**src/rtl/mux_pkg.sv**
```systemverilog
// Shared definitions for the mux family: select width and symbolic select codes.
package mux_pkg;

    localparam int SEL_W = 2;

    localparam logic [SEL_W-1:0] SEL_IN0 = 2'd0;
    localparam logic [SEL_W-1:0] SEL_IN1 = 2'd1;
    localparam logic [SEL_W-1:0] SEL_IN2 = 2'd2;
    localparam logic [SEL_W-1:0] SEL_IN3 = 2'd3;

endpackage

```
**src/rtl/mux_2.sv**
```systemverilog
// 2:1 data selector, leaf cell of the mux_4 select tree.
module mux_2 #(
    parameter int DATA_WIDTH = 32
) (
    input  logic                  sel,
    input  logic [DATA_WIDTH-1:0] a,
    input  logic [DATA_WIDTH-1:0] b,
    output logic [DATA_WIDTH-1:0] y
);

    // sel = 0 passes a, sel = 1 passes b
    assign y = sel ? b : a;

endmodule

```
**src/rtl/mux_4.sv**
```systemverilog
// 4:1 data selector with a combinational output and a registered, valid-qualified copy.
// Optional macro MUX4_SEL_X_CHECK_EN: in simulation, forces out to X and reports an
// error when sel is unknown during a valid cycle. Synthesised logic is identical.
module mux_4
    import mux_pkg::*;
#(
    parameter int DATA_WIDTH = 32
) (
    input  logic                  clk,
    input  logic                  rst_n,
    input  logic [DATA_WIDTH-1:0] in0,
    input  logic [DATA_WIDTH-1:0] in1,
    input  logic [DATA_WIDTH-1:0] in2,
    input  logic [DATA_WIDTH-1:0] in3,
    input  logic [SEL_W-1:0]      sel,
    input  logic                  in_vld,
    output logic [DATA_WIDTH-1:0] out,
    output logic [DATA_WIDTH-1:0] out_q,
    output logic                  out_q_vld
);

    logic [3:0][DATA_WIDTH-1:0] ins;
    logic [1:0][DATA_WIDTH-1:0] pair;
    logic [DATA_WIDTH-1:0]      tree_out;

    assign ins = {in3, in2, in1, in0};

    // First level: sel[0] picks within {in0,in1} and {in2,in3}
    for (genvar g = 0; g < 2; g++) begin : g_pair
        mux_2 #(.DATA_WIDTH(DATA_WIDTH)) u_pair (
            .sel (sel[0]),
            .a   (ins[2*g]),
            .b   (ins[2*g+1]),
            .y   (pair[g])
        );
    end

    // Second level: sel[1] picks between the pair results
    mux_2 #(.DATA_WIDTH(DATA_WIDTH)) u_top (
        .sel (sel[1]),
        .a   (pair[0]),
        .b   (pair[1]),
        .y   (tree_out)
    );

`ifdef MUX4_SEL_X_CHECK_EN
    // Make an unknown select visible downstream instead of letting the tree resolve it
    assign out = $isunknown(sel) ? {DATA_WIDTH{1'bx}} : tree_out;

    // Flag every valid cycle that presents an unknown select
    always @(posedge clk) begin
        if (rst_n && in_vld && $isunknown(sel))
            $error("mux_4: sel is X/Z while in_vld is high");
    end
`else
    assign out = tree_out;
`endif

    // Registered copy: reset wins, otherwise capture on in_vld and hold the word when idle
    always_ff @(posedge clk) begin
        if (!rst_n) begin
            out_q     <= '0;
            out_q_vld <= 1'b0;
        end else begin
            out_q_vld <= in_vld;
            if (in_vld)
                out_q <= out;
        end
    end

endmodule

```
**config.mk**
```make
export PLATFORM = sky130hd
export DESIGN_NAME = mux_4
export DESIGN_NICKNAME = d
export VERILOG_FILES = /design/src/rtl/mux_pkg.sv /design/src/rtl/mux_2.sv /design/src/rtl/mux_4.sv
export SDC_FILE = /design/constraint.sdc
export NUM_CORES = 1
export LEC_CHECK = 0
export ABC_AREA = 0
export CORE_MARGIN = 2
export CORE_UTILIZATION = 31
export DETAILED_ROUTE_END_ITERATION = 8
export PLACE_DENSITY = 0.89
export SLEW_MARGIN = 20
export SYNTH_ARGS = -nofsm -noshare
export SYNTH_HDL_FRONTEND = slang
export SYNTH_SLANG_ARGS = --single-unit
export TNS_END_PERCENT = 30
```
**constraint.sdc**
```tcl
create_clock -name clk -period 0.9 [get_ports clk]
set_input_delay 0.09 -clock clk [delete_from_list [all_inputs] [get_ports clk]]
set_output_delay 0.09 -clock clk [all_outputs]
set_load 0.02 [all_outputs]
```
==> metrics.yaml, run 1 <==
cp_slowest_stage_delay_ps: 260
tightest_slew_ps: 304
critPathMaxFanout: 8
postRouteAntennaNets: 0
areaGrowthSynthToFinish_pct: 152
internal_power_w: 0.00419
drive_gt1_share_pct: 65.0
p_comb_share_pct: 56.0
fp.dieH_um: 95.4
drt_pre_antenna_iters: 4
violated_checks: "setup timing"
total_switching_power_w: 0.00211
place.gp.congestion: 0.734
cellLeakagePower_nw: 2.82
root_buffer: "sky130_fd_sc_hd__clkbuf_8"
cts_buffers: 5
maxCapViolCount: 0
number_of_instances_on_the_worst_hold_path: 4
grt.total_usage_pct: 27.2
layout_cell_area_excl_fill_mm2: 0.00652
outcome: "finished with violations"
endpoint_with_the_worst_hold_slack: "out_q[4]"
die-area_mm2: 0.00910
critical_path.reg2reg.startpoint: "out_q[10]"
num-fill-cells: 510
holdCritPathClass: "in2reg"
hold_path_startpoint: "in0[4]"
synth.yosys.warnings: 0
effective_utilization_at_floorplan_pct: 31.7
synth_nets: 353
synthDistinctLibCells: 15
yosysSeqAreaShare_pct: 25.5
ff2ff_path_depth: 3
worst-setup-path-type: "in2out"
fin_crit_ps: 1080
post-dp-hpwl_um: 7520
overflow: 0
timing.fmax_mhz: 924
ys_seq_elements: 33
pwr-share-seq_pct: 26.3
grt_max_degree: 22
post-route-drc-count: 0
critPathRequiredTime_ps: 810
fin_skew_ps: 0
fp.dieW_um: 95.4
place.port_buffers: 197
routed_via_density: 5.12
setup_repair_after_global_routing_missed_its_margin: "true"
totalNegativeSetupSlack_ps: -4400
rows: 33
ff2ff_setup_slack_ps: 180
max_slew_margin_pct: 79.7
wl_per_cell_um: 20.3
netSwitchingFraction_pct: 33.5
post-route-worst-setup-slack_ps: -183
number_of_antenna_violations_at_the_first_check_in_global_routing: 0
cp_slowest_cell: "sky130_fd_sc_hd__mux2i_4"
ioPinCount: 198
crit_chain: "buf_16 > buf_16 > mux2i_4 > mux2i_2 > buf_4"
rr_endpoint: "out_q[10]"
worstSetupStartpointType: "primary input"
detailedRoute.firstIterationViolations: 101
clockBufferDepth: 2
clk-insertion-delay-late_ps: 280
clock_sink_count: 33
num_antenna_cells: 0
setup.worst_path.end_class: "primary output"
placed_area_mm2: 0.00532
syn_area_mm2: 0.00259
finalCritPeriodShare_pct: 120
drv_slew: 0
syn-mean-instance-area_um2: 11.8
power_density_mw_per_mm2: 967
finalHoldViolCount: 0
setup_viol: 41
nNetsFinal: 676
cts_max_level: 2
clk_transition_reported_paths_ps: 60
design.core.area_mm2: 0.00818
netlist_instances: 220
clockPowerShare_pct: 17.7
postCtsHoldBufs: 0
num_vias: 3319
grt_pass1_vias: 3636
total_power_w: 0.00630
tritoncts: "yes"
critical_path.most_common_cell: "sky130_fd_sc_hd__buf_16"
totalWireLength_um: 13200
max-vdd-ir-drop_uv: 704
critical_path_arrival_ps: 990
grt_first_pass_wirelength_um: 18500
-- per-stage QoR --
step	utilization, %	setup slack, ps	hold WS [ps]	cells
5_1_grt	79.8	-219	355	648
6_report	79.8	-183	353	648
4_1_cts	76.5	-162	352	640
3_5_place_dp	65.1	-701	487	580
2_1_floorplan	-	-81.9	306	220
3_3_place_gp	65.1	-652	480	580
-- power groups by stage --
stage	logic (W)	registers (W)	clock network [W]
global route	0.00368	0.00167	0.00121
global placement	0.00275	0.00166	0
floorplan	0.00108	0.00180	0
CTS	0.00327	0.00164	0.00115
detailed placement	0.00282	0.00167	0
finish	0.00353	0.00166	0.00112
-- how the worst max path moves through the flow --
stage / endpoint / slack [ps] / from
6_report: out[10] / -180 / sel[1]
3_5_place_dp: out[9] / -700 / sel[1]
2_1_floorplan: out[26] / -80 / sel[1]
5_1_grt: out[30] / -220 / sel[1]
4_1_cts: out[12] / -160 / sel[1]
3_3_place_gp: out[7] / -650 / sel[1]
-- cell usage in the layout (no fill, tap or decap), drive strengths merged --
cell type	count
buf	210
and2	1
mux2i	96
clkbuf	7
nand3	1
dlymetal6s2s	2
dlygate4sd2	128
nand3b	33
o221ai	32
dfxtp	33
-- sequential cells by signal, indices dropped and copies added, names as in the netlist --
register	cells
out_q	32
out_q_vld	1
-- area by class of cell --
cell class	instances	area, µm²	share of cell area, %
Tap cell	105	131	2.01
Sequential cell	33	674	10.3
Multi-Input combinational cell	163	2530	38.8
Clock buffer	7	86.3	1.32
Timing Repair Buffer	340	3100	47.5
-- cells by family after synthesis --
logic type,count (synthesis),share of synthesized area [%]
muxes,96,37.1
and+or+nand+nor,35,11.0
DFF,33,25.5
AOI/OAI and AO/OA,32,18.1
buffers and inverters,24,8.31
-- timing repair --
action                     in CTS  in global routing
resized for setup             538                 66
setup endpoints to repair      98                 68
pin swaps                       0                  4
setup buffers                  43                  8
cloned                         10                  0
-- worst max-delay path, delay by kind of cell --
| kind | cells | cell delay (ps) |
|---|---|---|
| buf+inv | 3 | 530 |
| mux | 2 | 360 |
-- cell usage after synthesis --
cell type | number | area, µm²
sky130_fd_sc_hd__nand3b_1 | 32 | 240
sky130_fd_sc_hd__buf_2 | 6 | 30.0
sky130_fd_sc_hd__nand3_4 | 1 | 17.5
sky130_fd_sc_hd__nand3b_4 | 1 | 20.0
sky130_fd_sc_hd__o221ai_2 | 30 | 450
sky130_fd_sc_hd__buf_4 | 1 | 7.51
sky130_fd_sc_hd__buf_1 | 1 | 3.75
sky130_fd_sc_hd__buf_8 | 2 | 30.0
sky130_fd_sc_hd__clkbuf_1 | 3 | 11.3
sky130_fd_sc_hd__buf_12 | 1 | 20.0
sky130_fd_sc_hd__dfxtp_1 | 33 | 661
sky130_fd_sc_hd__and2_1 | 1 | 6.26
sky130_fd_sc_hd__o221ai_1 | 2 | 17.5
sky130_fd_sc_hd__mux2i_1 | 96 | 961
sky130_fd_sc_hd__buf_6 | 10 | 113
-- routing by layer --
| metal | share of wire, % | track usage [%] | up-vias |
|---|---|---|---|
| met2 | 56 | 54.6 | 156 |
| met3 | 7.2 | 6.88 | 42 |
| met1 | 33 | 25.9 | 1580 |
| met4 | 3.5 | 10.8 | 0 |
| met5 | 0 | 0 | - |
| li1 | - | - | 1541 |
Power figures use the tool's default switching activity.
==> run 2: changes to the inputs <==
--- a/config.mk
+++ b/config.mk
@@ -9,6 +9,8 @@
 export CORE_MARGIN = 2
 export CORE_UTILIZATION = 31
 export DETAILED_ROUTE_END_ITERATION = 8
+export GPL_TIMING_DRIVEN = 0
+export MAX_ROUTING_LAYER = met4
 export PLACE_DENSITY = 0.89
 export SLEW_MARGIN = 20
 export SYNTH_ARGS = -nofsm -noshare
==> run 2 against run 1 <==
Against the previous run: clock power hardly changed; critical endpoint is now out[9]; critical path type unchanged; core utilization is 4.8 points lower; sequential share of layout area is 0.87 points higher; final cell count is 10% lower; the flow still finishes with violations (setup timing); via count is 8.0% lower; combinational power is 6.8% lower; power is 3.7% lower; register-to-register slack better by 60 ps; cell area is 6.0% lower; first-iteration DRC count is 21% lower; worst hold slack worse by 210 ps.
==> metrics.yaml, run 2 (same netlist as run 1, synthesis figures left out) <==
fp.dieW_um: 95.4  # unchanged
clk_transition_reported_paths_ps: 70  # about the same
finalCritPeriodShare_pct: 133  # +13 points
place.detailed.instances: 519  # -11%
detailedRoute.firstIterationViolations: 80  # -21%
flip_flop_count_of_the_largest_register_all_copies_and_words_added: 32  # unchanged
pwr-share-seq_pct: 27.4  # +1.1 points
max-vdd-ir-drop_uv: 638  # -9.3%
crit_chain: "buf_16 > buf_12 > buf_16 > mux2i_4 > mux2i_2 > buf_4"
final_common_cell: "sky130_fd_sc_hd__clkdlybuf4s50_1"
tightest_slew_ps: 546  # +241 ps
violated_checks: "setup timing"
outcome: "finished with violations"
design.core.area_mm2: 0.00818  # unchanged
timing.critical_path.buf_inv: 4  # +1
fp.dieH_um: 95.4  # unchanged
overflow: 0  # unchanged
maxCapViolCount: 0  # unchanged
setup_viol: 34  # -17%
critical_path.most_common_cell: "sky130_fd_sc_hd__buf_16"
worstSetupStartpointType: "primary input"
tritoncts: "yes"
clockBufferDepth: 2  # unchanged
place.port_buffers: 194  # -1.5%
post-route-drc-count: 0  # unchanged
areaGrowthSynthToFinish_pct: 137
fin_skew_ps: 0  # unchanged
setup_repair_after_global_routing_missed_its_margin: "true"
wl_per_cell_um: 20.0  # -1.7%
cts_buffers: 5  # unchanged
drt_pre_antenna_iters: 4  # unchanged
setup.worst_path.end_class: "primary output"
netSwitchingFraction_pct: 34.1  # +0.61 points
grt_first_pass_wirelength_um: 17000  # -8.4%
num_vias: 3052  # -8.0%
largest_regs: "out_q x32, out_q_vld x1"
final-instance-count-excl-fill: 583  # -10%
drive_gt1_share_pct: 62.1  # -2.9 points
place.gp.congestion: 0.766  # +4.4%
clk-insertion-delay-late_ps: 280  # about the same
totalWireLength_um: 11600  # -12%
timing.hold.ws_ps: 146  # -207 ps
max_slew_margin_pct: 63.6  # -16 points
clock_sink_count: 33  # unchanged
critPathRequiredTime_ps: 810  # about the same
num_antenna_cells: 0  # unchanged
holdCritPathClass: "in2reg"
power_density_mw_per_mm2: 990  # +2.5%
post-dp-hpwl_um: 7350  # -2.3%
root_buffer: "sky130_fd_sc_hd__clkbuf_8"
cp_slowest_cell: "sky130_fd_sc_hd__mux2i_2"
worst-setup-path-type: "in2out"
timing.fmax_mhz: 836  # -9.5%
number_of_antenna_violations_at_the_first_check_in_global_routing: 0  # unchanged
postRouteAntennaNets: 0  # unchanged
p_comb_share_pct: 54.2  # -1.8 points
die-area_mm2: 0.00910  # unchanged
routed_via_density: 5.23  # +2.2%
total_switching_power_w: 0.00207  # -1.9%
cpLargestDelayFamily: "buffers and inverters"
rows: 33  # unchanged
grt_max_degree: 12  # -45%
nNetsFinal: 610  # -9.8%
cts_max_level: 2  # unchanged
post-route-worst-setup-slack_ps: -297  # -114 ps
ioPinCount: 198  # unchanged
clockPowerShare_pct: 18.4  # +0.7 points
critPathMaxFanout: 6  # -2
finalHoldViolCount: 0  # unchanged
effective_utilization_at_floorplan_pct: 31.7  # unchanged
drv_slew: 0  # unchanged
cp_slowest_stage_delay_ps: 210  # -50 ps
cellLeakagePower_nw: 2.37  # -16%
grt.total_usage_pct: 25.3  # -1.9 points
grt_pass1_vias: 3331  # -8.4%
largest-register: "out_q"
postCtsHoldBufs: 0  # unchanged
final_cell_mix: "sky130_fd_sc_hd__clkdlybuf4s50_1 (107), sky130_fd_sc_hd__buf_4 (106), sky130_fd_sc_hd__mux2i_4 (54)"
fin_crit_ps: 1200  # +114 ps
internal_power_w: 0.00400  # -4.6%
critical_path_arrival_ps: 1110  # +120 ps
run 2: path summary, 6_finish.rpt:
kind              cells after the start       from         to  slack [ps]
setup reg to reg                      2   out_q[9]   out_q[9]         240
setup / recovery                      6     sel[1]     out[9]        -300
hold reg to reg                       2  out_q[11]  out_q[11]         500
hold / removal                        3      rst_n  out_q[31]         150
run 2: worst register-to-register path, delay by kind of cell, from the launching register on:
kind               cells  cell delay [ps]
AOI/OAI and AO/OA      1              100
DFF                    1              340
and+or+nand+nor        1              100
run 2: repair_timing:
item                       CTS  global route
pin swaps                    0             1
setup endpoints to repair   98            75
buffers inserted            37            13
resized for setup          449            66
gates cloned                 6             0
run 2: power by group through the flow:
stage          Clock (W)  Sequential [W]  Combinational [W]
2_1_floorplan          0         0.00180            0.00108
3_3_place_gp           0         0.00166            0.00244
3_5_place_dp           0         0.00167            0.00247
4_1_cts          0.00116         0.00163            0.00312
5_1_grt          0.00124         0.00167            0.00343
6_report         0.00112         0.00166            0.00329
run 2: routing by layer:
layer / GRT usage, % / wire [µm] / vias up
li1: - / - / 1404
met1: 25.3 / 4070 / 1457
met2: 46.3 / 6260 / 156
met3: 7.04 / 900 / 35
met4: 10.2 / 408 / 0
met5: - / 0 / -
run 2: layout make-up:
class | instances | area (µm²)
plain buffers | 24 | 322
clock buffers | 5 | 68.8
clock inverters | 3 | 17.5
fillers | 512 | 2050
multi-input cells | 163 | 2540
flip-flops and latches | 33 | 687
well taps | 105 | 131
repair buffers | 250 | 2360
run 2: through the flow:
| stage | power (W) | cell area [µm²] | worst slack [ps] | utilization [%] | TNS [ps] |
|---|---|---|---|---|---|
| finish | 0.00607 | 6130 | -297 | 75.0 | -6880 |
| global route | 0.00634 | 6130 | -315 | 75.0 | -7930 |
| detailed placement | 0.00414 | 4780 | -708 | 58.5 | -43090 |
| global placement | 0.00410 | 4780 | -703 | 58.5 | -42250 |
| floorplan | 0.00288 | 2710 | -81.9 | - | -3140 |
| CTS | 0.00591 | 5890 | -235 | 72.0 | -6530 |
==> run 3: changes to the inputs <==
--- a/config.mk
+++ b/config.mk
@@ -12,6 +12,7 @@
 export GPL_TIMING_DRIVEN = 0
 export MAX_ROUTING_LAYER = met4
 export PLACE_DENSITY = 0.89
+export SKIP_CTS_REPAIR_TIMING = 1
 export SLEW_MARGIN = 20
 export SYNTH_ARGS = -nofsm -noshare
 export SYNTH_HDL_FRONTEND = slang
==> run 3 against run 2 <==
Against the previous run: the run still ends with setup timing left; non-clock buffer count down 12; largest power group unchanged; register-to-register slack worse by 20 ps; via count up 1.2%; wire length up 5.3%; clock power about the same; first-iteration DRC count up 2.5%; critical endpoint is now out[13]; clock skew unchanged; flip-flop and latch count unchanged; die area unchanged.
==> metrics.yaml, run 3 (same netlist as run 1, synthesis figures left out) <==
outcome: "finished with violations"
violated_checks: "setup timing"
totalWireLength_um: 12300  # +5.3%
number_of_antenna_violations_at_the_first_check_in_global_routing: 1  # +1
timing.hold.ws_ps: 153  # +6.34 ps
setup.worst_path.end_class: "primary output"
power_density_mw_per_mm2: 948  # -4.2%
critPathMaxFanout: 2  # -4
place.detailed.instances: 519  # unchanged
final_common_cell: "sky130_fd_sc_hd__dlymetal6s2s_1"
flip_flop_count_of_the_largest_register_all_copies_and_words_added: 32  # unchanged
rows: 33  # unchanged
final-instance-count-excl-fill: 572  # -1.9%
worst-setup-path-type: "in2out"
cp_slowest_stage_delay_ps: 430  # +220 ps
clk-insertion-delay-late_ps: 290  # about the same
total_power_w: 0.00593  # -2.3%
clock_sink_count: 33  # unchanged
fp.dieH_um: 95.4  # unchanged
critPathRequiredTime_ps: 810  # about the same
nNetsFinal: 598  # -2.0%
finalHoldViolCount: 0  # unchanged
max_slew_margin_pct: 63.6  # about the same
tightest_slew_ps: 546  # +0.119 ps
root_buffer: "sky130_fd_sc_hd__clkbuf_8"
dp_slack_ps: -708  # unchanged
fin_skew_ps: 0  # unchanged
final_core_util_pct: 76.5  # +1.5 points
grt_pass1_vias: 2811  # -16%
drt_pre_antenna_iters: 4  # unchanged
detailedRoute.firstIterationViolations: 82  # +2.5%
worstSetupStartpointType: "primary input"
num_vias: 3088  # +1.2%
place.port_buffers: 194  # unchanged
holdCritPathClass: "in2reg"
effective_utilization_at_floorplan_pct: 31.7  # unchanged
cellLeakagePower_nw: 3.28  # +38%
grt.total_usage_pct: 20.0  # -5.3 points
max-vdd-ir-drop_uv: 645  # +1.0%
critical_path.most_common_cell: "sky130_fd_sc_hd__mux2i_2"
post-route-drc-count: 0  # unchanged
wl_per_cell_um: 21.4  # +7.4%
overflow: 0  # unchanged
routed_via_density: 5.40  # +3.1%
clk_transition_reported_paths_ps: 70  # about the same
postRouteAntennaNets: 0  # unchanged
fp.dieW_um: 95.4  # unchanged
crit_chain: "clkdlybuf4s50_1 > mux2i_2 > mux2i_2 > clkbuf_2"
finalCritPeriodShare_pct: 127  # -5.9 points
cp_slowest_cell: "sky130_fd_sc_hd__clkdlybuf4s50_1"
post-route-worst-setup-slack_ps: -244  # +53.0 ps
ioPinCount: 198  # unchanged
maxCapViolCount: 0  # unchanged
tritoncts: "yes"
design.core.area_mm2: 0.00818  # unchanged
final_cell_mix: "sky130_fd_sc_hd__dlymetal6s2s_1 (117), sky130_fd_sc_hd__buf_4 (95), sky130_fd_sc_hd__mux2i_4 (48)"
grt_max_degree: 12  # unchanged
setup_viol: 34  # unchanged
areaGrowthSynthToFinish_pct: 142
largest-register: "out_q"
cts_max_level: 2  # unchanged
drv_slew: 0  # unchanged
critical_path_arrival_ps: 1050  # -60 ps
timing.fmax_mhz: 874  # +4.6%
largest_regs: "out_q x32, out_q_vld x1"
place.gp.congestion: 0.766  # unchanged
setup_repair_after_global_routing_missed_its_margin: "true"
die-area_mm2: 0.00910  # unchanged
cts_buffers: 5  # unchanged
fin_crit_ps: 1140  # -53.0 ps
multi_input_area_mm2: 0.00249  # -2.1%
ff_latch_area_um2: 672  # -2.2%
drive_gt1_share_pct: 58.6  # -3.6 points
post-dp-hpwl_um: 7350  # unchanged
clockBufferDepth: 2  # unchanged
num-fill-cells: 485  # -5.3%
grt_first_pass_wirelength_um: 13800  # -19%
[run 3: worst paths after layout]
check / startpoint / cells after the start / slack [ps] / end
max: in0[13] / 4 / -240 / out[13]
min: rst_n / 3 / 150 / out_q[31]
max reg2reg: out_q[17] / 2 / 220 / out_q[17]
min reg2reg: out_q[27] / 2 / 500 / out_q[27]
[run 3: routing by layer]
metal	GRT usage [%]	wire [µm]	vias up
met5	-	0	-
met1	20.7	4320	1480
met2	37.5	6310	183
met3	5.53	1100	50
li1	-	-	1375
met4	4.88	528	0
[run 3: cell type report]
type	instances	area share [%]
timing repair buffer	238	40.6
multi-input combinational	163	39.8
sequential	33	10.7
buffer	24	5.38
tap	105	2.10
clock buffer	5	1.10
clock inverter	3	0.280
antenna	1	0.0400
[run 3: through the flow]
step | setup TNS [ps] | instance area [µm²]
finish | -4100 | 6250
CTS | -43630 | 4870
floorplan | -3140 | 2710
global route | -5050 | 6250
global placement | -42250 | 4780
detailed placement | -43090 | 4780
[run 3: where the power goes]
part,internal (W),switching [W],leakage (nW)
registers,0.00158,0.0000693,0.276
logic,0.00174,0.00141,2.96
clock network,0.000534,0.000593,0.0439
total,0.00386,0.00207,3.28
[run 3: worst max-delay path: cells and delay by family]
| family | cells | cell delay, ps |
|---|---|---|
| buf+inv | 2 | 600 |
| mux | 2 | 370 |
